===== src/rtl/ws2812b_rx.sv =====
`timescale 1ns/1ps
// WS2812B single-wire receiver: decodes the first GRB word after a latch and forwards later bits on dout.
// Latency: rx_valid 1 clk after the synchronised final falling edge (3 clk after din), dout = din + 3 clk; no backpressure.
module ws2812b_rx #(
    parameter int CLOCK_MHZ    = 27,
    parameter int T1_THRESH_NS = 600,
    parameter int GLITCH_NS    = 100,
    parameter int HIGH_MAX_NS  = 2000,
    parameter int RESET_US     = 50
) (
    input  logic        clk,
    input  logic        rst,
    input  logic        din,
    output logic [23:0] rx_data,
    output logic        rx_valid,
    output logic        latch,
    output logic        err,
    output logic        dout
);

    localparam int THR     = CLOCK_MHZ * T1_THRESH_NS / 1000;
    localparam int GL      = CLOCK_MHZ * GLITCH_NS / 1000;
    localparam int HMAX    = CLOCK_MHZ * HIGH_MAX_NS / 1000;
    localparam int RST_CYC = CLOCK_MHZ * RESET_US;
    localparam int CW      = $clog2(((RST_CYC > HMAX) ? RST_CYC : HMAX) + 2);

    localparam logic [CW-1:0] THR_C  = CW'(THR);
    localparam logic [CW-1:0] GL_C   = CW'(GL);
    localparam logic [CW-1:0] HMAX_C = CW'(HMAX);
    localparam logic [CW-1:0] OVER_C = CW'(HMAX + 1);
    localparam logic [CW-1:0] RST_C  = CW'(RST_CYC);
    localparam logic [CW-1:0] CMAX_C = {CW{1'b1}};

    typedef enum logic [1:0] {
        S_SYNC = 2'd0,
        S_IDLE = 2'd1,
        S_BIT  = 2'd2,
        S_FWD  = 2'd3
    } state_t;

    state_t        state_q;
    logic          sync1_q;
    logic          din_s_q;
    logic          din_d1_q;
    logic [CW-1:0] hcnt_q, hcnt_d;
    logic [CW-1:0] lcnt_q, lcnt_d;
    logic [23:0]   sreg_q;
    logic [4:0]    bcnt_q;
    logic [23:0]   rx_data_q;
    logic          rx_valid_q;
    logic          latch_q;
    logic          err_q;
    logic          dout_q;

    logic          fall;
    logic          lcnt_hit;
    logic          over_long;
    logic          bit_ok;
    logic          bit_val;
    logic [23:0]   sreg_shift;

    // din is asynchronous to clk; two flops before anything looks at it
    always_ff @(posedge clk or posedge rst) begin
        if (rst) begin
            sync1_q  <= 1'b0;
            din_s_q  <= 1'b0;
            din_d1_q <= 1'b0;
        end else begin
            sync1_q  <= din;
            din_s_q  <= sync1_q;
            din_d1_q <= din_s_q;
        end
    end

    always_comb begin
        hcnt_d = '0;
        lcnt_d = '0;
        if (din_s_q) begin
            hcnt_d = (hcnt_q == CMAX_C) ? hcnt_q : hcnt_q + 1'b1;
        end else begin
            lcnt_d = (lcnt_q == CMAX_C) ? lcnt_q : lcnt_q + 1'b1;
        end
    end

    always_ff @(posedge clk or posedge rst) begin
        if (rst) begin
            hcnt_q <= '0;
            lcnt_q <= '0;
        end else begin
            hcnt_q <= hcnt_d;
            lcnt_q <= lcnt_d;
        end
    end

    // Saturation keeps lcnt from passing RST again in the same low period, so latch fires once
    assign fall       = din_d1_q & ~din_s_q;
    assign lcnt_hit   = (lcnt_q == RST_C);
    assign over_long  = din_s_q & (hcnt_q == OVER_C);
    assign bit_ok     = (hcnt_q >= GL_C) & (hcnt_q <= HMAX_C);
    assign bit_val    = (hcnt_q >= THR_C);
    assign sreg_shift = {sreg_q[22:0], bit_val};

    always_ff @(posedge clk or posedge rst) begin
        if (rst) begin
            state_q    <= S_SYNC;
            sreg_q     <= '0;
            bcnt_q     <= '0;
            rx_data_q  <= '0;
            rx_valid_q <= 1'b0;
            latch_q    <= 1'b0;
            err_q      <= 1'b0;
            dout_q     <= 1'b0;
        end else begin
            rx_valid_q <= 1'b0;
            latch_q    <= 1'b0;
            err_q      <= 1'b0;
            case (state_q)
                S_SYNC: begin
                    dout_q <= 1'b0;
                    if (lcnt_hit) begin
                        latch_q <= 1'b1;
                        sreg_q  <= '0;
                        bcnt_q  <= '0;
                        state_q <= S_IDLE;
                    end
                end
                S_IDLE, S_BIT, S_FWD: begin
                    if (over_long) begin
                        err_q   <= 1'b1;
                        dout_q  <= 1'b0;
                        sreg_q  <= '0;
                        bcnt_q  <= '0;
                        state_q <= S_SYNC;
                    end else if (lcnt_hit) begin
                        latch_q <= 1'b1;
                        dout_q  <= 1'b0;
                        sreg_q  <= '0;
                        bcnt_q  <= '0;
                        state_q <= S_IDLE;
                    end else if (state_q == S_FWD) begin
                        dout_q <= din_s_q;
                    end else begin
                        dout_q <= 1'b0;
                        if (fall && bit_ok) begin
                            if (bcnt_q == 5'd23) begin
                                rx_data_q  <= sreg_shift;
                                rx_valid_q <= 1'b1;
                                sreg_q     <= '0;
                                bcnt_q     <= '0;
                                state_q    <= S_FWD;
                            end else begin
                                sreg_q  <= sreg_shift;
                                bcnt_q  <= bcnt_q + 5'd1;
                                state_q <= S_BIT;
                            end
                        end
                    end
                end
                default: begin
                    dout_q  <= 1'b0;
                    state_q <= S_SYNC;
                end
            endcase
        end
    end

    assign rx_data  = rx_data_q;
    assign rx_valid = rx_valid_q;
    assign latch    = latch_q;
    assign err      = err_q;
    assign dout     = dout_q;

endmodule


===== config.mk =====
export PLATFORM = sky130hd
export DESIGN_NAME = ws2812b_rx
export DESIGN_NICKNAME = d
export VERILOG_FILES = /design/src/rtl/ws2812b_rx.sv
export SDC_FILE = /design/constraint.sdc
export NUM_CORES = 1
export LEC_CHECK = 0
export ABC_AREA = 1
export ABC_CLOCK_PERIOD_IN_PS = 3700
export CAP_MARGIN = 15
export CORE_UTILIZATION = 63
export CTS_CLUSTER_SIZE = 10
export DETAILED_ROUTE_END_ITERATION = 7
export DONT_BUFFER_PORTS = 1
export PLACE_DENSITY_LB_ADDON = 0.3
export SYNTH_ARGS = -nofsm -noshare
export SYNTH_HDL_FRONTEND = slang
export SYNTH_SLANG_ARGS = --single-unit

===== constraint.sdc =====
create_clock -name clk -period 3.7 [get_ports clk]
set_clock_uncertainty 0.15 [all_clocks]
set_input_delay 0.37 -clock clk [delete_from_list [all_inputs] [get_ports clk]]
set_output_delay 0.37 -clock clk [all_outputs]
set_load 0.02 [all_outputs]

==> results.toml, run 1 <==
[placement]
place_area_sq_mm = 0.00412
dp_slack_ns = 1.14
port_buffers = 0
place_hpwl_um = 5180
gp_congestion = 0.921
dpl.cell_count = 571

[worst_setup_path]
slowest_stage = "dfrtp_1"
required_ns = 3.85
cp_top_family = "simple AND/OR/NAND/NOR gates"
endpoint_kind = "register"
path_cells = "inv_1, nand2_1, nor2_1, nand3_1, nor2_1, nand2_2, buf_4, nand2_2, o21ai_2"
r2r_slack_ns = 1.12
crit_buf_inv = 2
cp_max_fo = 27
r2r_end = "rx_data[2]"
critPathKind = "register to register"
reg2reg_depth = 9
cp-start-kind = "register"
reg2reg_from = "din_s_q"
crit_arrival_ns = 2.73
cpPeakStageDelay_ns = 0.68

[clock_tree]
cts_resized = 0
cts_buffer_depth = 2
cts_made_buffers = 9
cts_tree = "yes"
cts_setup_buffers = 0
cts.sinks = 83
cts-root-buf = "clkbuf_8"
h-tree-depth = 3
clk_latency_ns = 0.36
holdBufCountCts = 2
path_clk_slew_ns = 0.09

[sta]
finalHoldViolCount = 0
setup_viol = 0
timing.setup.tns_ns = 0
min_period_ns = 2.58
fin_crit_sh = 0.698
slew_headroom = 0.480
max_slew.worst_pin.slew_ns = 0.780
slew_violations = 0
max_freq_mhz = 387
setup_ws_ns = 1.12
rsz0062_at_grt = "false"

[synth]
ys_ff_latch = 83
syn_area_per_cell_sq_um = 8.13
synth_edf_count = 0
synth.distinct_cells = 31
ys.flop_type = "dfrtp_1"
synthArstFlopShare = 1.00
synthCells = 510
yosysWarnings = 0
synth_area_sq_mm = 0.00415
yosysSeqAreaShare = 0.501
syn_nets = 518

[grt]
grt_pass1_vias = 2992
grt_max_degree = 48
grt_pass1_wl_um = 13100
overflow = 0
antenna_found_initial = 0
track_usage = 0.237

[detailed_routing]
drt_iter0_markers = 213
viasPerCell = 5.44
num_vias = 3203
wl_um = 7580
dr.pass1.iters = 4
drc_errors = 0
wl_per_cell_um = 12.9
final_antenna_net_count = 0

[flow_run]
drv_cap = 0

[power]
internal-power_uw = 1180
clkPwrFrac = 0.384
power_frac_comb = 0.027
ir_worst_vdd_uv = 243
p_sw_uw = 394
sequentialPowerShare = 0.588
p_per_area_mw_per_mm2 = 364
power_leakage_uw = 0.00211
swShare = 0.251

[final_layout]
fin_cells = 589
fin_nets = 515
stdcell_area_sq_mm = 0.00432
utilization = 0.680
diodes = 0
layout-drive-gt1-share = 0.141
syn_to_final_growth_pct = 4.13
nFillCells = 529

[hold_path]
hold-path-endpoint = "din_s_q"
min_path_cells = 0
min-delay-start = "sync1_q"
hold_class = "register to register"

[floorplanning]
row_count = 29
ios = 31
dieArea_sq_mm = 0.00691
initial_core_util = 0.653
die_x_um = 83.1
die_y_um = 83.1
coreArea_sq_mm = 0.00635

[run_status]
outcome = "finished, final reports clean"
-- per-stage QoR --
step / total power [uW] / hold slack [ns]
global placement: 984 / 0.189
global route: 1630 / 0.220
finish: 1570 / 0.209
floorplan: 973 / 0.181
CTS: 1590 / 0.213
detailed placement: 985 / 0.194
-- power groups by stage --
stage	registers, uW	logic, uW	clock network [uW]
floorplan	937	36.1	0
global placement	942	42.0	0
detailed placement	942	42.4	0
CTS	924	44.3	619
global route	927	50.9	653
finish	925	42.9	604
-- cell usage after synthesis, types with 2 or more instances --
library cell  instances  share of area
inv_2                 5         0.0045
o31ai_1               2         0.0036
nand3_2               3         0.0072
nand3b_1              2         0.0036
ha_1                  5          0.015
clkbuf_1              2         0.0018
nor2_1               74          0.067
buf_4                 5         0.0091
nor3_1                6         0.0072
a21oi_1              10          0.012
nand2_1             124           0.11
dfrtp_1              83           0.50
inv_1                54          0.049
nand3_1              58          0.070
nand2_2              19          0.029
buf_2                 7         0.0084
or2_2                 2         0.0030
o21ai_0              13          0.016
xor2_1                2         0.0042
o21ai_2              20          0.042
buf_6                 4          0.011
-- logic make-up (layout without fill, tap and decap cells) --
logic type,after synthesis,after routing,share of synthesized area
AOI/OAI and AO/OA,49,49,0.0814
and+or+nand+nor,291,291,0.304
adders and majority gates,5,5,0.0151
DFF,83,83,0.501
xor gates and xnor gates,3,3,0.00634
buffers and inverters,79,81,0.0920
-- routing by layer --
| metal | wire length (um) | track usage | up-vias |
|---|---|---|---|
| met4 | 100 | 0.0862 | 0 |
| met2 | 3640 | 0.387 | 66 |
| met3 | 291 | 0.0626 | 10 |
| met1 | 3550 | 0.305 | 1530 |
| met5 | 0 | 0 | - |
| li1 | - | - | 1597 |
-- worst reg2reg max path, stage by stage (launching register included) --
cell,delay [ns]
dfrtp_1,0.68
inv_1,0.33
nand2_1,0.13
nor2_1,0.05
nand3_1,0.09
nor2_1,0.06
nand2_2,0.45
buf_4,0.44
nand2_2,0.10
o21ai_2,0.06
-- placed cells by master, fill, tap and decap left out, drive strengths merged --
| master | n |
|---|---|
| ha | 5 |
| dfrtp | 83 |
| a41oi | 1 |
| o211a | 1 |
| o31ai | 2 |
| nor3 | 7 |
| clkinv | 2 |
| or2 | 2 |
| inv | 61 |
| nand3 | 61 |
| xnor2 | 1 |
| a21oi | 10 |
| clkbuf | 9 |
| nand2 | 143 |
| nor2 | 75 |
| buf | 4 |
| nand4 | 1 |
| a211oi | 1 |
| dlygate4sd3 | 2 |
| xor2 | 2 |
| o21ai | 33 |
| nand3b | 2 |
| clkinvlp | 3 |
| a31oi | 1 |
-- worst max-delay path by stage --
stage / from / depth (start not counted) / to / slack [ns]
after global placement: din_s_q / 9 / rx_data[4] / 1.18
after global routing: din_s_q / 9 / rx_data[2] / 0.87
final: din_s_q / 9 / rx_data[2] / 1.12
after CTS: din_s_q / 9 / rx_data[0] / 1.13
after floorplan: rst / 1 / bcnt_q[0] / 1.04
after detailed placement: din_s_q / 9 / rx_data[0] / 1.14
-- layout make-up --
| type | count | area (sq um) | area share |
|---|---|---|---|
| Clock buffer | 9 | 124 | 0.0287 |
| Clock inverter | 7 | 60.1 | 0.0139 |
| Inverter | 59 | 223 | 0.0516 |
| Multi-Input combinational cell | 348 | 1690 | 0.391 |
| Sequential cell | 83 | 2080 | 0.481 |
| Tap cell | 77 | 96.3 | 0.0223 |
| Timing Repair Buffer | 6 | 50.0 | 0.0116 |
-- state kept, by name (all words and copies together), names as in the netlist, 2 cells and up --
| register | flops |
|---|---|
| hcnt_q | 11 |
| sreg_q | 23 |
| lcnt_q | 11 |
| rx_data | 24 |
| bcnt_q | 5 |
| state_q | 2 |
Power figures use the tool's default switching activity.
==> run 2, diff against run 1 <==
- ABC_CLOCK_PERIOD_IN_PS: 3700 -> 2210
- CORE_UTILIZATION: 63 -> 57
- clock period: 3.7 -> 2.21 ns (I/O delays scaled with it)
==> run 2 against run 1 <==
Compared with the run above: total power increased by 86%; highest routed layer unchanged; cell count rose by 4.8%; setup slack worse by 0.91 ns; clock power increased by 120%; register-to-register slack lost 0.91 ns; cell area is 5.0% higher; via count is 0.16% lower.
==> results.toml, run 2 (synthesis gave the netlist of run 1 again) <==
[clock_tree]
cts.sinks = 83
path_clk_slew_ns = 0.08
cts_setup_buffers = 0
cts-root-buf = "clkbuf_8"
cts_made_buffers = 9
cts_buffer_depth = 2
cts_tree = "yes"
clk_latency_ns = 0.34
h-tree-depth = 3

[worst_setup_path]
endpoint_kind = "register"
cp_max_fo = 24
crit_arrival_ns = 2.09
cp-start-kind = "register"
critPathKind = "register to register"
r2r_slack_ns = 0.21
required_ns = 2.30

[sta]
max_freq_mhz = 500
setup_ws_ns = 0.210
min_period_ns = 2.00
fin_crit_sh = 0.905
max_slew.worst_pin.slew_ns = 0.637
setup_viol = 0
finalHoldViolCount = 0
timing.setup.tns_ns = 0
slew_headroom = 0.575
slew_violations = 0

[grt]
track_usage = 0.225
grt_pass1_wl_um = 13300
antenna_found_initial = 0
overflow = 0
grt_max_degree = 49
grt_pass1_vias = 2986

[floorplanning]
initial_core_util = 0.601
die_x_um = 87.3
row_count = 30
coreArea_sq_mm = 0.00691
ios = 31
dieArea_sq_mm = 0.00762
die_y_um = 87.3

[final_layout]
fin_nets = 524
largest_reg_flops = 24
layout_commonest_cell = "nand2_1"
multiInputGateArea_sq_mm = 0.00170
diodes = 0
stdcell_area_sq_mm = 0.00453
utilization = 0.657
nFillCells = 594
seq_area_sq_mm = 0.00208
syn_to_final_growth_pct = 9.32
layout-drive-gt1-share = 0.157
layout_common_cells = "124 x nand2_1, 82 x dfrtp_1, 73 x nor2_1, 58 x nand3_1, 53 x inv_1"

[detailed_routing]
drt_iter0_markers = 246
wl_um = 7890
wl_per_cell_um = 12.8
viasPerCell = 5.18
num_vias = 3198
final_antenna_net_count = 0
drc_errors = 0
dr.pass1.iters = 4

[power]
ir_worst_vdd_uv = 508
sequentialPowerShare = 0.527
power_leakage_uw = 0.00221
p_per_area_mw_per_mm2 = 646
swShare = 0.211
power_frac_comb = 0.029
clkPwrFrac = 0.444
p_sw_uw = 618
internal-power_uw = 2310
fin_total_pwr_uw = 2930

[flow_run]
drv_cap = 0

[run_status]
outcome = "finished, final reports clean"

[placement]
dp_slack_ns = 0.139
place_hpwl_um = 5300
port_buffers = 0
place_area_sq_mm = 0.00423
gp_congestion = 0.851

[hold_path]
hold_class = "register to register"
[run 2: cell count changes in the layout (fill, tap and decap cells not counted), moves of 2 or more]
cell	delta
bufinv_16	+3
buf_4	+4
clkinvlp_4	-2
buf_12	+2
[run 2: critical path, stage by stage (launching register included)]
cell and delay, ns:
dfrtp_1 0.45, ha_1 0.26, nand2_1 0.09, nor2_1 0.12
nand3_2 0.13, nand2_1 0.11, nor2_2 0.06, nand2_2 0.16
buf_12 0.20, inv_1 0.08, nand2_1 0.06, nand2_1 0.04
[run 2: final cells by class]
cell class              count  area share
inverters                  59      0.0497
well taps                  96      0.0265
multi-input cells         348       0.375
repair buffers             15      0.0378
clock buffers              10      0.0281
flip-flops and latches     83       0.458
clock inverters             6      0.0248
[run 2: routing by layer]
metal	routed length, um	track usage
met1	3630	0.301
met2	3820	0.354
met3	322	0.0531
met4	116	0.0894
met5	0	0
[run 2: power by group through the flow]
stage	clock (uW)	sequential, uW	combinational, uW
2_1_floorplan	0	1570	60.8
3_3_place_gp	0	1570	80.6
3_5_place_dp	0	1570	82.9
4_1_cts	1330	1540	86.3
5_1_grt	1390	1550	99.3
6_report	1300	1540	83.7
[run 2: stage by stage]
step                hold WS, ns  cells
finish                    0.202    617
global route              0.208    617
floorplan                 0.102    510
global placement         0.0597    598
detailed placement       0.0630    598
CTS                       0.205    616
[run 2: final timing paths]
kind / cells after the start / start / to
worst max-delay path: 11 / hcnt_q[1] / rx_data[23]
worst min-delay path: 0 / sync1_q / din_s_q
worst max register to register: 11 / hcnt_q[1] / rx_data[23]
worst min register to register: 0 / sync1_q / din_s_q
max in group asynchronous: 3 / rst / rx_valid
min in group asynchronous: 2 / rst / rx_data[20]
[run 2: timing repair]
item / in CTS / in global routing
hold buffers: 2 / 0
setup endpoints to repair: 0 / 31
gates resized for setup: 0 / 6
hold endpoints to repair: 28 / 0
==> run 3, diff against run 2 <==
- ABC_AREA: 1 -> unset
==> run 3 against run 2 <==
Compared with the run above: the run now ends with design-rule violations, negative setup slack left; synthesized cell count decreased by 30%; die area shrank 7.1%; sequential share of layout area shrank 2.5 points; largest power group unchanged; highest routed layer unchanged.
==> results.toml, run 3 <==
[run_status]
outcome = "finished with violations"
failed_checks = "design-rule violations, negative setup slack"

[clock_tree]
cts-root-buf = "clkbuf_8"
clk_latency_ns = 0.35
cts.sinks = 83
cts_buffer_depth = 2
h-tree-depth = 3
path_clk_slew_ns = 0.08
cts_made_buffers = 9
cts_tree = "yes"

[worst_setup_path]
cpPeakStageDelay_ns = 0.53
path_cells = "or4_4, and4bb_2, nand4_4, or3_4, clkbuf_16, mux2_4"
slowest_stage = "or4_4"
cp_top_family = "simple AND/OR/NAND/NOR gates"
required_ns = 2.30
cp_max_fo = 6
r2r_slack_ns = -0.32
crit_buf_inv = 1
crit_arrival_ns = 2.61
reg2reg_from = "hcnt_q[8]"
critPathKind = "register to register"
cp-start-kind = "register"
endpoint_kind = "register"
startpoint = "hcnt_q[8]"

[flow_run]
drv_cap = 0

[hold_path]
min-delay-start = "sync1_q"
hold_class = "register to register"

[sta]
fin_crit_sh = 1.14
setup_ws_ns = -0.316
finalHoldViolCount = 0
max_freq_mhz = 396
setup_viol = 50
rsz0062_at_grt = "true"
min_period_ns = 2.53
slew_headroom = 0.404
max_slew.worst_pin.slew_ns = 0.892
slew_violations = 0

[final_layout]
fin_nets = 414
layout_commonest_cell = "dfrtp_1"
fin_cells = 488
stdcell_area_sq_mm = 0.00479
syn_to_final_growth_pct = 24.6
layout-drive-gt1-share = 0.324
layout_common_cells = "83 x dfrtp_1, 45 x buf_4, 40 x nand2_1, 33 x nand3_1, 25 x nor2_1"
diodes = 0
largest_reg_flops = 24

[floorplanning]
die_y_um = 84.1
dieArea_sq_mm = 0.00708
die_x_um = 84.1
row_count = 29
ios = 31
initial_core_util = 0.599
coreArea_sq_mm = 0.00642

[grt]
use_met1 = 0.333
grt_max_degree = 41
grt_use_met2 = 0.439
grt_busiest_layer = "met2"
grt_pass1_wl_um = 14400
overflow = 0
track_usage = 0.257
grtUsageMet3 = 0.0413
grt_pass1_vias = 3026
antenna_found_initial = 0

[synth]
synthCells = 356
syn_area_per_cell_sq_um = 10.8
ys_top_cells_by_area = "dfrtp_1 54%, mux2_4 7.4%, nand3_1 4.3%, nand2_1 3.9%, o21ai_0 3.6%"
ys.flop_type = "dfrtp_1"
synth_area_sq_mm = 0.00384
yosysWarnings = 0
synthArstFlopShare = 1.00
synth_top_area_cell = "dfrtp_1"
yosysMostFrequentCell = "dfrtp_1"
synth_edf_count = 0
synthTopCellsByCount = "83 x dfrtp_1, 40 x nand2_1, 33 x nand3_1"
synth_top_cell_area_share = 0.540
yosysSeqAreaShare = 0.540
ys_ff_latch = 83
synth.distinct_cells = 48
syn_nets = 364

[placement]
place_area_sq_mm = 0.00426
place_hpwl_um = 5440
gp_congestion = 0.857
dpl.cell_count = 460
port_buffers = 0

[power]
clkPwrFrac = 0.426
ir_worst_vdd_uv = 419
internal-power_uw = 2250
power_frac_comb = 0.042
sequentialPowerShare = 0.533
p_per_area_mw_per_mm2 = 602
p_sw_uw = 638
power_leakage_uw = 0.00227
swShare = 0.221

[detailed_routing]
drc_errors = 10
num_vias = 3024
wl_um = 9020
dr.pass1.iters = 7
final_antenna_net_count = 0
wl_per_cell_um = 18.5
drt_iter0_markers = 226
viasPerCell = 6.20
==> run 3: cell count changes in the layout (fill, tap and decap cells not counted), moves of 19 or more <==
cell	previous run	this run
nand3_1	58	33
buf_4	8	45
inv_1	53	5
nand2_1	124	40
mux2_4	0	19
nand2_2	19	0
nor2_1	73	25
==> run 3: routing by layer <==
metal  part of all wire  wire [um]
met5                  0          0
met2               0.51       4600
met4              0.023        204
met1               0.42       3760
met3              0.051        456
==> run 3: final timing paths <==
path / endpoint / depth (start not counted)
min in group asynchronous: sreg_q[2] / 2
worst min register to register: din_s_q / 0
worst min-delay path: din_s_q / 0
worst max register to register: rx_data[0] / 6
worst max-delay path: rx_data[0] / 6
max in group asynchronous: rx_data[19] / 3
==> run 3: cell families (layout without fill, tap and decap cells) <==
family | Yosys count | count (layout) | synth area share
buffers and inverters | 27 | 82 | 0.0322
AO/OA/AOI/OAI | 54 | 54 | 0.0869
adder cells (fa/ha/maj) | 5 | 5 | 0.0163
multiplexers | 27 | 27 | 0.0966
flip-flops | 83 | 83 | 0.540
AND/OR/NAND/NOR | 149 | 149 | 0.203
XOR/XNOR | 11 | 11 | 0.0251
==> run 3: through the flow <==
| stage | power (uW) | hold slack, ns | utilization | setup WS [ns] | setup TNS (ns) |
|---|---|---|---|---|---|
| after floorplan | 1630 | 0.102 | - | -0.398 | -10.81 |
| final | 2890 | 0.206 | 0.746 | -0.316 | -11.47 |
| after global placement | 1680 | 0.102 | 0.663 | -0.224 | -7.00 |
| after detailed placement | 1680 | 0.102 | 0.663 | -0.272 | -8.98 |
| after global routing | 2970 | 0.219 | 0.746 | -0.346 | -13.91 |
| after CTS | 2900 | 0.208 | 0.726 | -0.265 | -7.10 |
==> run 3: power by group through the flow <==
stage	sequential, uW	combinational (uW)	clock, uW
floorplan	1570	62.6	0
global placement	1570	114	0
detailed placement	1570	117	0
CTS	1540	121	1240
global route	1540	135	1300
finish	1540	120	1230
==> run 3: final cells by class <==
type / instances / area [sq um]
Tap cell: 77 / 96.3
Multi-Input combinational cell: 246 / 1780
Sequential cell: 83 / 2080
Clock inverter: 5 / 85.1
Timing Repair Buffer: 58 / 579
Inverter: 8 / 33.8
Fill cell: 408 / 1630
Clock buffer: 11 / 141
==> run 3: repair_timing <==
item                                   in CTS  in global routing
buffers inserted                            3                  3
setup endpoints to repair                  51                 53
pin swaps                                   0                  3
hold buffers                                2                  0
cloned                                      3                  1
gates resized for setup                    26                 21
endpoints found under the hold margin      39                  0
